## src/rtl/bcd_tick_counter.sv

```systemverilog
// bcd_tick_counter
// Four-digit BCD up/down counter that advances once per rate-divider tick.
// A push-button toggles run/pause, and a synchronous load presets the count.
//
// Ports:
//   ClockIn      - system clock; all state changes on its rising edge
//   Clear_b      - asynchronous active-low reset
//   Tick         - one-cycle enable pulse from the rate divider
//   StartStop_n  - raw active-low push-button, asynchronous to ClockIn
//   Down         - count direction (0 = up, 1 = down)
//   Load         - synchronous preset strobe (highest priority)
//   LoadValue    - preset value, four BCD digits, [3:0] = ones
//   Digits       - current count, four BCD digits, [3:0] = ones
//   Running      - 1 while counting is enabled
//   Wrap         - one-cycle pulse alongside a rolled-over count
module bcd_tick_counter #(
    parameter logic START_RUNNING = 1'b0
) (
    input  logic        ClockIn,
    input  logic        Clear_b,
    input  logic        Tick,
    input  logic        StartStop_n,
    input  logic        Down,
    input  logic        Load,
    input  logic [15:0] LoadValue,
    output logic [15:0] Digits,
    output logic        Running,
    output logic        Wrap
);

    typedef enum logic {
        PAUSED = 1'b0,
        RUN    = 1'b1
    } run_state_t;

    localparam run_state_t RESET_STATE = START_RUNNING ? RUN : PAUSED;

    run_state_t  state_q, state_d;
    logic        s1_q, s2_q, p_q;
    logic        press;
    logic [15:0] digits_q, digits_d;
    logic        wrap_q, wrap_d;
    logic [16:0] step;

    // Any digit above 9 saturates to 9 so the count never holds a non-BCD code.
    function automatic logic [15:0] clamp_bcd(input logic [15:0] v);
        logic [15:0] r;
        r = v;
        for (int i = 0; i < 4; i++) begin
            if (v[i*4 +: 4] > 4'd9) begin
                r[i*4 +: 4] = 4'd9;
            end
        end
        return r;
    endfunction

    // Returns {rollover, next value}. The carry/borrow ripples from the ones
    // digit upward; a carry out of the thousands digit is the rollover.
    function automatic logic [16:0] bcd_step(input logic [15:0] v, input logic dn);
        logic [15:0] r;
        logic        c;
        logic [3:0]  d;
        r = v;
        c = 1'b1;
        for (int i = 0; i < 4; i++) begin
            d = v[i*4 +: 4];
            if (c) begin
                if (!dn) begin
                    if (d >= 4'd9) begin
                        r[i*4 +: 4] = 4'd0;
                        c = 1'b1;
                    end else begin
                        r[i*4 +: 4] = d + 4'd1;
                        c = 1'b0;
                    end
                end else begin
                    if (d == 4'd0) begin
                        r[i*4 +: 4] = 4'd9;
                        c = 1'b1;
                    end else begin
                        r[i*4 +: 4] = d - 4'd1;
                        c = 1'b0;
                    end
                end
            end
        end
        return {c, r};
    endfunction

    // Synchronizer and edge detector: released key (1) is the reset value so
    // deasserting reset alone never looks like a press.
    always_ff @(posedge ClockIn or negedge Clear_b) begin
        if (!Clear_b) begin
            s1_q <= 1'b1;
            s2_q <= 1'b1;
            p_q  <= 1'b1;
        end else begin
            s1_q <= StartStop_n;
            s2_q <= s1_q;
            p_q  <= s2_q;
        end
    end

    assign press = p_q & ~s2_q;

    // Run/pause FSM state register
    always_ff @(posedge ClockIn or negedge Clear_b) begin
        if (!Clear_b) begin
            state_q <= RESET_STATE;
        end else begin
            state_q <= state_d;
        end
    end

    always_comb begin
        state_d = state_q;
        case (state_q)
            PAUSED:  if (press) state_d = RUN;
            RUN:     if (press) state_d = PAUSED;
            default: state_d = RESET_STATE;
        endcase
    end

    // Count update: load beats tick; counting looks at the pre-toggle state.
    assign step = bcd_step(digits_q, Down);

    always_comb begin
        digits_d = digits_q;
        wrap_d   = 1'b0;
        if (Load) begin
            digits_d = clamp_bcd(LoadValue);
        end else if (Tick && (state_q == RUN)) begin
            digits_d = step[15:0];
            wrap_d   = step[16];
        end
    end

    always_ff @(posedge ClockIn or negedge Clear_b) begin
        if (!Clear_b) begin
            digits_q <= 16'h0000;
            wrap_q   <= 1'b0;
        end else begin
            digits_q <= digits_d;
            wrap_q   <= wrap_d;
        end
    end

    assign Digits  = digits_q;
    assign Running = (state_q == RUN);
    assign Wrap    = wrap_q;

endmodule
```

## config.mk

```make
export PLATFORM = sky130hd
export DESIGN_NAME = bcd_tick_counter
export DESIGN_NICKNAME = d
export VERILOG_FILES = /design/src/rtl/bcd_tick_counter.sv
export SDC_FILE = /design/constraint.sdc
export NUM_CORES = 1
export LEC_CHECK = 0
export CORE_MARGIN = 1.5
export CORE_UTILIZATION = 35
export CTS_BUF_LIST = sky130_fd_sc_hd__clkbuf_16
export CTS_CLUSTER_SIZE = 8
export DETAILED_ROUTE_END_ITERATION = 7
export SLEW_MARGIN = 40
export SYNTH_ARGS = -nofsm -noshare
export SYNTH_HDL_FRONTEND = slang
export SYNTH_SLANG_ARGS = --single-unit
```

## constraint.sdc

```tcl
create_clock -name ClockIn -period 5.65 [get_ports ClockIn]
set_clock_uncertainty 0.15 [all_clocks]
set_input_delay 1.4125 -clock ClockIn [delete_from_list [all_inputs] [get_ports ClockIn]]
set_output_delay 1.4125 -clock ClockIn [all_outputs]
set_load 0.03 [all_outputs]
```

# Word-level counts from Yosys, hierarchy flattened
# Cells that the tools add are included.
dict set report classes {
  n_bitwise 3
  magnitude_cmp 8
  n_mux 41
  addsub 8
  reduce_logical 12
}
# operator n
set op_table {}
lappend op_table {{4-bit 2-to-1 mux} 19}
lappend op_table {{16-bit 2-to-1 mux} 2}
lappend op_table {{1-bit 2-to-1 mux} 19}
lappend op_table {{4-bit by 1-bit adder with 4-bit output (second input constant)} 4}
lappend op_table {{4-bit greater-or-equal comparator (second input constant)} 4}
lappend op_table {{4-bit greater-than comparator (second input constant)} 4}
lappend op_table {{4-bit logical NOT} 4}
lappend op_table {{4-bit by 1-bit subtractor with 4-bit output (second input constant)} 4}
lappend op_table {{2-bit nonzero test} 4}
lappend op_table {{2-bit AND reduction} 3}
lappend op_table {{1-bit inverter} 2}
lappend op_table {{1-bit one-hot mux with 2 select lines} 1}
lappend op_table {{1-bit AND} 1}
lappend op_table {{1-bit logical AND} 1}
dict set report word_totals {
  register_bits 21
  inputBits 22
}

# Logic depth before layout (Yosys ltp)
# Gate-level depths: netlist of run 1.
dict set report depth {
  word_depth 8
  ltp_mapped 8
}

# Worst setup path before layout of run 1
# Ideal clock, no wire load.
dict set report synth_timing {
  path_type {input to register}
  startpoint {input port Down}
  endpoint {register digits_q[14], in the netlist Digits[14]}
  setup_ns 0.132
  path_slack_ns 2.699
  t_arrival_ns 2.670
  n_path_buf 1
  required_time_ns 5.368
  path_stages 6
  path_cell_list {clkbuf_1 > nand3_1 > o22ai_4 > nor3b_4 > o311a_1 > o31ai_2}
}
dict set report synth_via {
  elab_chain_cells 5
  word_cells_on_any_way 11
  cone_classes {9 x mux; 2 x reduce/logical}
}
# item line
set synth_rtl {}
lappend synth_rtl {{start: declaration} 23} ;# input logic Down,
lappend synth_rtl {{1-bit 2-to-1 mux} 68} ;# if (!dn) begin
lappend synth_rtl {{1-bit 2-to-1 mux (2 in a row)} 67} ;# if (c) begin
lappend synth_rtl {{2-bit nonzero test (no line)} --}
lappend synth_rtl {{2-bit AND reduction (no line)} --}
lappend synth_rtl {{end signal: assignment} 143} ;# digits_q <= digits_d;
lappend synth_rtl {{end: declaration} 41} ;# logic [15:0] digits_q, digits_d;
# Several ways; a longest one is shown, not always the timed one. The select of a mux whose other input is x is not followed.
# A chain may end at the register's enable or synchronous reset.

# Worst setup path after layout of run 1
dict set report layout_timing {
  startpoint {input port Tick}
  endpoint {register digits_q[8], in the netlist Digits[8]}
}
dict set report layout_via {
  elab_chain_cells 3
}
# item line
set layout_rtl {}
lappend layout_rtl {{start: declaration} 21} ;# input logic Tick,
lappend layout_rtl {{1-bit logical AND} 132} ;# end else if (Tick && (state_q == RUN)) begin
lappend layout_rtl {{2-bit nonzero test (no line)} --}
lappend layout_rtl {{2-bit AND reduction (no line)} --}
# No other way between the ends.

==> results of run 1 <==
==> through the flow <==
step	util [%]	area, µm²
2_1_floorplan	-	1850
3_3_place_gp	44.5	2270
3_5_place_dp	44.3	2260
4_1_cts	45.9	2340
5_1_grt	45.8	2340
6_report	45.8	2340
==> sequential cells by signal, indices dropped and copies added, names as in the netlist <==
| signal | count |
|---|---|
| s1_q | 1 |
| Running | 1 |
| Wrap | 1 |
| p_q | 1 |
| Digits | 16 |
| s2_q | 1 |
==> power breakdown <==
group / switching (mW) / internal, mW
Clock: 0.0547 / 0.0943
Sequential: 0.0422 / 0.171
Combinational: 0.138 / 0.117
Total: 0.235 / 0.382
==> layer usage <==
| metal | GRT usage, % | up-vias |
|---|---|---|
| met5 | 0 | - |
| met4 | 4.17 | 0 |
| met3 | 2.91 | 4 |
| met2 | 26.2 | 45 |
| met1 | 21.9 | 824 |
| li1 | - | 877 |
==> area by class of cell <==
| class | count | area share [%] |
|---|---|---|
| clock buffer | 3 | 3.21 |
| inverter | 19 | 3.05 |
| tap | 70 | 3.75 |
| sequential | 21 | 22.6 |
| timing repair buffer | 39 | 16.1 |
| multi-input combinational | 173 | 51.2 |
| clock inverter | 1 | 0.161 |
==> kinds of logic after synthesis <==
group | synth area share [%]
mux | 5.48
buf+inv | 6.63
flops | 28.6
fa+ha+maj | 8.80
simple gates | 21.1
xor+xnor | 0.948
compound gates | 28.4
==> worst max path at each step <==
stage          start                      to  slack, ns  cells after the start
5_1_grt         Down  Digits[12]$_DFFE_PN0P_       2.26                      6
3_5_place_dp    Down   Digits[8]$_DFFE_PN0P_       1.33                      6
4_1_cts         Down   Digits[8]$_DFFE_PN0P_       1.60                      6
3_3_place_gp    Down  Digits[11]$_DFFE_PN0P_       1.43                      6
6_report        Tick   Digits[8]$_DFFE_PN0P_       2.45                      6
2_1_floorplan   Down  Digits[14]$_DFFE_PN0P_       2.70                      6
==> placed cells by master, fill, tap and decap left out, drive strengths merged, types with 4 or more instances in the layout <==
| master | n |
|---|---|
| nand2b | 5 |
| o21a | 4 |
| ha | 13 |
| o21bai | 6 |
| or3b | 4 |
| a21oi | 14 |
| clkdlybuf4s50 | 36 |
| mux2i | 9 |
| a31oi | 4 |
| nor3b | 4 |
| nor2b | 10 |
| o211ai | 4 |
| inv | 19 |
| nor2 | 12 |
| o22ai | 6 |
| o21ai | 28 |
| nand2 | 14 |
| nand3 | 6 |
| dfrtp | 18 |
==> worst max-delay path, cell delays in order <==
cell and delay [ns]:
clkdlybuf4s50_1 0.51, nand3_1 0.14, o22ai_4 0.31, nor2b_1 0.46, mux2i_1 0.26, o21ai_1 0.07
==> impl_metrics.ini, run 1 <==
[clock_tree]
worstSkewPairLatency_ns = 0.25
cts_tree = yes
holdBufCountCts = 0
cts_inserted_buffers = 3
cts_sinks = 21
cts-root-buf = clkbuf_16
clk_path_buf_depth = 2
cts_resized = 0
htreeDepth = 1
clk_pin_slew_ns = 0.06
post_cts_buffers = 0

[detailed_routing]
finalWirelength_um = 4090
met3_length_um = 170
vias = 1750
top_layer = met4
vias_per_cell = 5.37
wl_met1_um = 1960
drtIter0Drc = 135
wl_per_cell_um = 12.5
met2WireLength_um = 1920
drt-pass1-iter-count = 4
post-route-drc-count = 0
drtAntennaViolNets = 0

[placement]
pre_cts_slack_ns = 1.33
port-buffer-count = 39
hpwl_um = 3030
dp_cells = 322
place_congestion = 0.814

[sta]
setup_slack_ns = 2.45
finalSetupTns_ns = 0
rsz0062_at_grt = no
slew_headroom_pct = 66.8
max_freq_ghz = 0.313
finalSetupViolCount = 0
tightestPinTransition_ns = 0.498
final-hold-violation-count = 0
fin_crit_ns = 3.20
slew_viol_final = 0
finalCritPeriodShare_pct = 56.6
hold-worst-slack_ns = 0.206

[die]
dieArea_um2 = 5730
ios = 40
die_y_um = 75.7
core-area_um2 = 5110
start_util_pct = 36.2
dieWidth_um = 75.7
rows = 26

[worst_hold_path]
min_path_type = flip-flop to flip-flop
worstHoldStart = s1_q$_DFF_PN1_
hold_path_end = s2_q$_DFF_PN1_
hold_depth = 0

[global_route]
grt_pass1_vias = 1571
grt_overflow_total = 0
track_usage_pct = 16.0
antenna_found_initial = 0
grt_pass1_wl_um = 7200
grt_max_degree = 31

[run]
drv_cap = 0

[yosys]
synth_area_um2 = 1850
synthTopCellsByCount = 21 x o21ai_0, 18 x dfrtp_1, 18 x inv_1, 14 x a21oi_1, 14 x nand2_1
synth_top_area_share_pct = 24.4
ys_seq_elements = 21
syn_area_per_cell_um2 = 8.25
async_reset_ff_share_pct = 100
synth_top_cell_by_area = dfrtp_1
synth.most_common_cell = o21ai_0
synth_edf_count = 0
syn_inst = 224
yosysWarnings = 0
synth_ff_type = dfrtp_1
syn-num-nets = 259
ys_seq_area_share_pct = 28.6
netlist_top_cells_area = dfrtp_1 24%, ha_1 8.8%, o21ai_0 5.7%, mux2i_1 4.9%, dfstp_2 4.3%
ys_types = 50

[final_layout]
diodes = 0
multi_input_area_um2 = 1200
n_fill_cell = 514
area_growth_pct = 26.5
stdcell_count = 326
seq_area_um2 = 529
nets = 292
drive_gt1_share_pct = 7.03

[power_and_ir_drop]
vdd_ir_drop_max_v = 0.000119
finalPower_mw = 0.617
power.leakage_nw = 0.910
p_per_area_nw_per_um2 = 264

[critical_path]
r2r_end = Digits[8]$_DFFE_PN0P_
worstPathMaxFanout = 10
end_kind = flip-flop
timing.critical_path.required_ns = 5.62
r2r_setup_slack_ns = 2.97
start_kind = input port
path_class = input port to flip-flop
crit_arrival_ns = 3.17
timing.rr.start = Digits[0]$_DFFE_PN0P_
reg2reg_depth = 7

[outcome]
status = finished clean
No activity file was read; power rests on OpenSTA's default activity.
==> run 2: changes to the inputs <==
==> constraint.sdc (replaced) <==
create_clock -name ClockIn -period 3.3 [get_ports ClockIn]
set_clock_uncertainty 0.15 [all_clocks]
set_input_delay 0.825 -clock ClockIn [delete_from_list [all_inputs] [get_ports ClockIn]]
set_output_delay 0.825 -clock ClockIn [all_outputs]
set_load 0.03 [all_outputs]
==> impl_metrics.ini, run 2 (synthesis results as in run 1) <==
[sta]
finalSetupViolCount = 0
slew_viol_final = 0
rsz0062_at_grt = no
fin_crit_ns = 2.76
final-hold-violation-count = 0
finalCritPeriodShare_pct = 83.6
max_freq_ghz = 0.362
setup_slack_ns = 0.541
finalSetupTns_ns = 0
tightestPinTransition_ns = 0.507
slew_headroom_pct = 66.1

[clock_tree]
clk_pin_slew_ns = 0.06
cts_inserted_buffers = 3
worstSkewPairLatency_ns = 0.25
post_cts_buffers = 0
cts-root-buf = clkbuf_16
clk_path_buf_depth = 2
cts_resized = 0
htreeDepth = 1
cts_sinks = 21
cts_tree = yes
holdBufCountCts = 0

[power_and_ir_drop]
power.leakage_nw = 0.933
vdd_ir_drop_max_v = 0.000245
finalPower_mw = 1.07
p_per_area_nw_per_um2 = 449

[die]
start_util_pct = 36.2
dieWidth_um = 75.7
die_y_um = 75.7
ios = 40
dieArea_um2 = 5730
core-area_um2 = 5110
rows = 26

[critical_path]
slowest_delay_ns = 0.56
path_class = input port to flip-flop
crit_arrival_ns = 2.75
start_kind = input port
r2r_end = Digits[10]$_DFFE_PN0P_
cpLargestDelayFamily = buffers and inverters
reg2reg_depth = 7
r2r_setup_slack_ns = 0.68
end_kind = flip-flop
path_cells = clkdlybuf4s50_1 > buf_4 > nand2b_1 > o22a_1 > nor2b_1 > mux2i_1 > o21ai_1
critical_path_buf_inv_count = 2
timing.rr.start = Digits[0]$_DFFE_PN0P_
worstPathMaxFanout = 19
timing.critical_path.required_ns = 3.29
cp_slowest_cell = clkdlybuf4s50_1

[detailed_routing]
post-route-drc-count = 0
finalWirelength_um = 4200
vias_per_cell = 5.26
drtIter0Drc = 106
drt-pass1-iter-count = 4
vias = 1740
wl_per_cell_um = 12.7
drtAntennaViolNets = 0

[worst_hold_path]
hold_depth = 0
min_path_type = flip-flop to flip-flop
hold_path_end = s2_q$_DFF_PN1_
worstHoldStart = s1_q$_DFF_PN1_

[final_layout]
final_area_um2 = 2390
largest_register_ffs = 16
drive_gt1_share_pct = 8.43
nets = 297
final_common_cell = clkdlybuf4s50_1
layout_common_cells = 38 x clkdlybuf4s50_1, 21 x o21ai_0, 18 x dfrtp_1, 18 x inv_1
diodes = 0
area_growth_pct = 29.2
n_fill_cell = 525

[global_route]
track_usage_pct = 16.3
grt_pass1_wl_um = 7240
antenna_found_initial = 0
grt_max_degree = 25
grt_overflow_total = 0
grt_pass1_vias = 1548

[placement]
place_area_um2 = 2310
pre_cts_slack_ns = 0.259
place_congestion = 0.814
port-buffer-count = 39
hpwl_um = 3090

[run]
drv_cap = 0

[outcome]
status = finished clean
==> run 2: changes by cell type in the layout (fill, tap and decap cells not counted), sizes merged <==
cell / before / now
clkinv: 1 / 2
clkdlybuf4s50: 36 / 38
buf: 3 / 6
inv: 19 / 18
==> run 2: area by class of cell <==
type / count / area (µm²) / share of cell area, %
Multi-Input combinational cell: 173 / 1200 / 50.1
Clock buffer: 3 / 75.1 / 3.14
Inverter: 19 / 71.3 / 2.99
Sequential cell: 21 / 529 / 22.2
Timing Repair Buffer: 44 / 423 / 17.7
Tap cell: 70 / 87.6 / 3.67
Clock inverter: 1 / 5.00 / 0.210
==> run 2: stage by stage <==
step | hold WS [ns] | util, % | cells
final | 0.205 | 46.7 | 331
after global routing | 0.209 | 46.7 | 331
after CTS | 0.206 | 46.8 | 331
after detailed placement | 0.197 | 45.3 | 327
after global placement | 0.196 | 45.3 | 327
after floorplan | 0.195 | - | 224
==> run 2: per-layer routing <==
metal  wire, µm  global-route usage (%)
met1       1980                    22.5
met2       2000                    26.4
met3        175                    2.65
met4         41                    4.17
met5          0                       0
==> run 2: where the power goes <==
part	switching [mW]	total, mW	internal [mW]
registers	0.0740	0.366	0.292
logic	0.240	0.446	0.206
clock network	0.0966	0.259	0.163
total	0.410	1.07	0.661
==> run 2: how the worst max path moves through the flow <==
stage | depth (start not counted) | start | endpoint
after floorplan | 7 | Digits[0]$_DFFE_PN0P_ | Digits[14]$_DFFE_PN0P_
after global placement | 7 | Down | Digits[8]$_DFFE_PN0P_
after detailed placement | 7 | Down | Digits[9]$_DFFE_PN0P_
after CTS | 7 | Down | Digits[9]$_DFFE_PN0P_
after global routing | 7 | Down | Digits[9]$_DFFE_PN0P_
final | 7 | Down | Digits[10]$_DFFE_PN0P_
==> run 2: worst register-to-register path: cells and delay by family, from the launching register on <==
kind            cells  cell delay (ns)
compound gates      2             0.36
fa+ha+maj           1             0.26
buf+inv             1             0.12
flops               1             0.49
mux                 1             0.25
simple gates        2             0.88
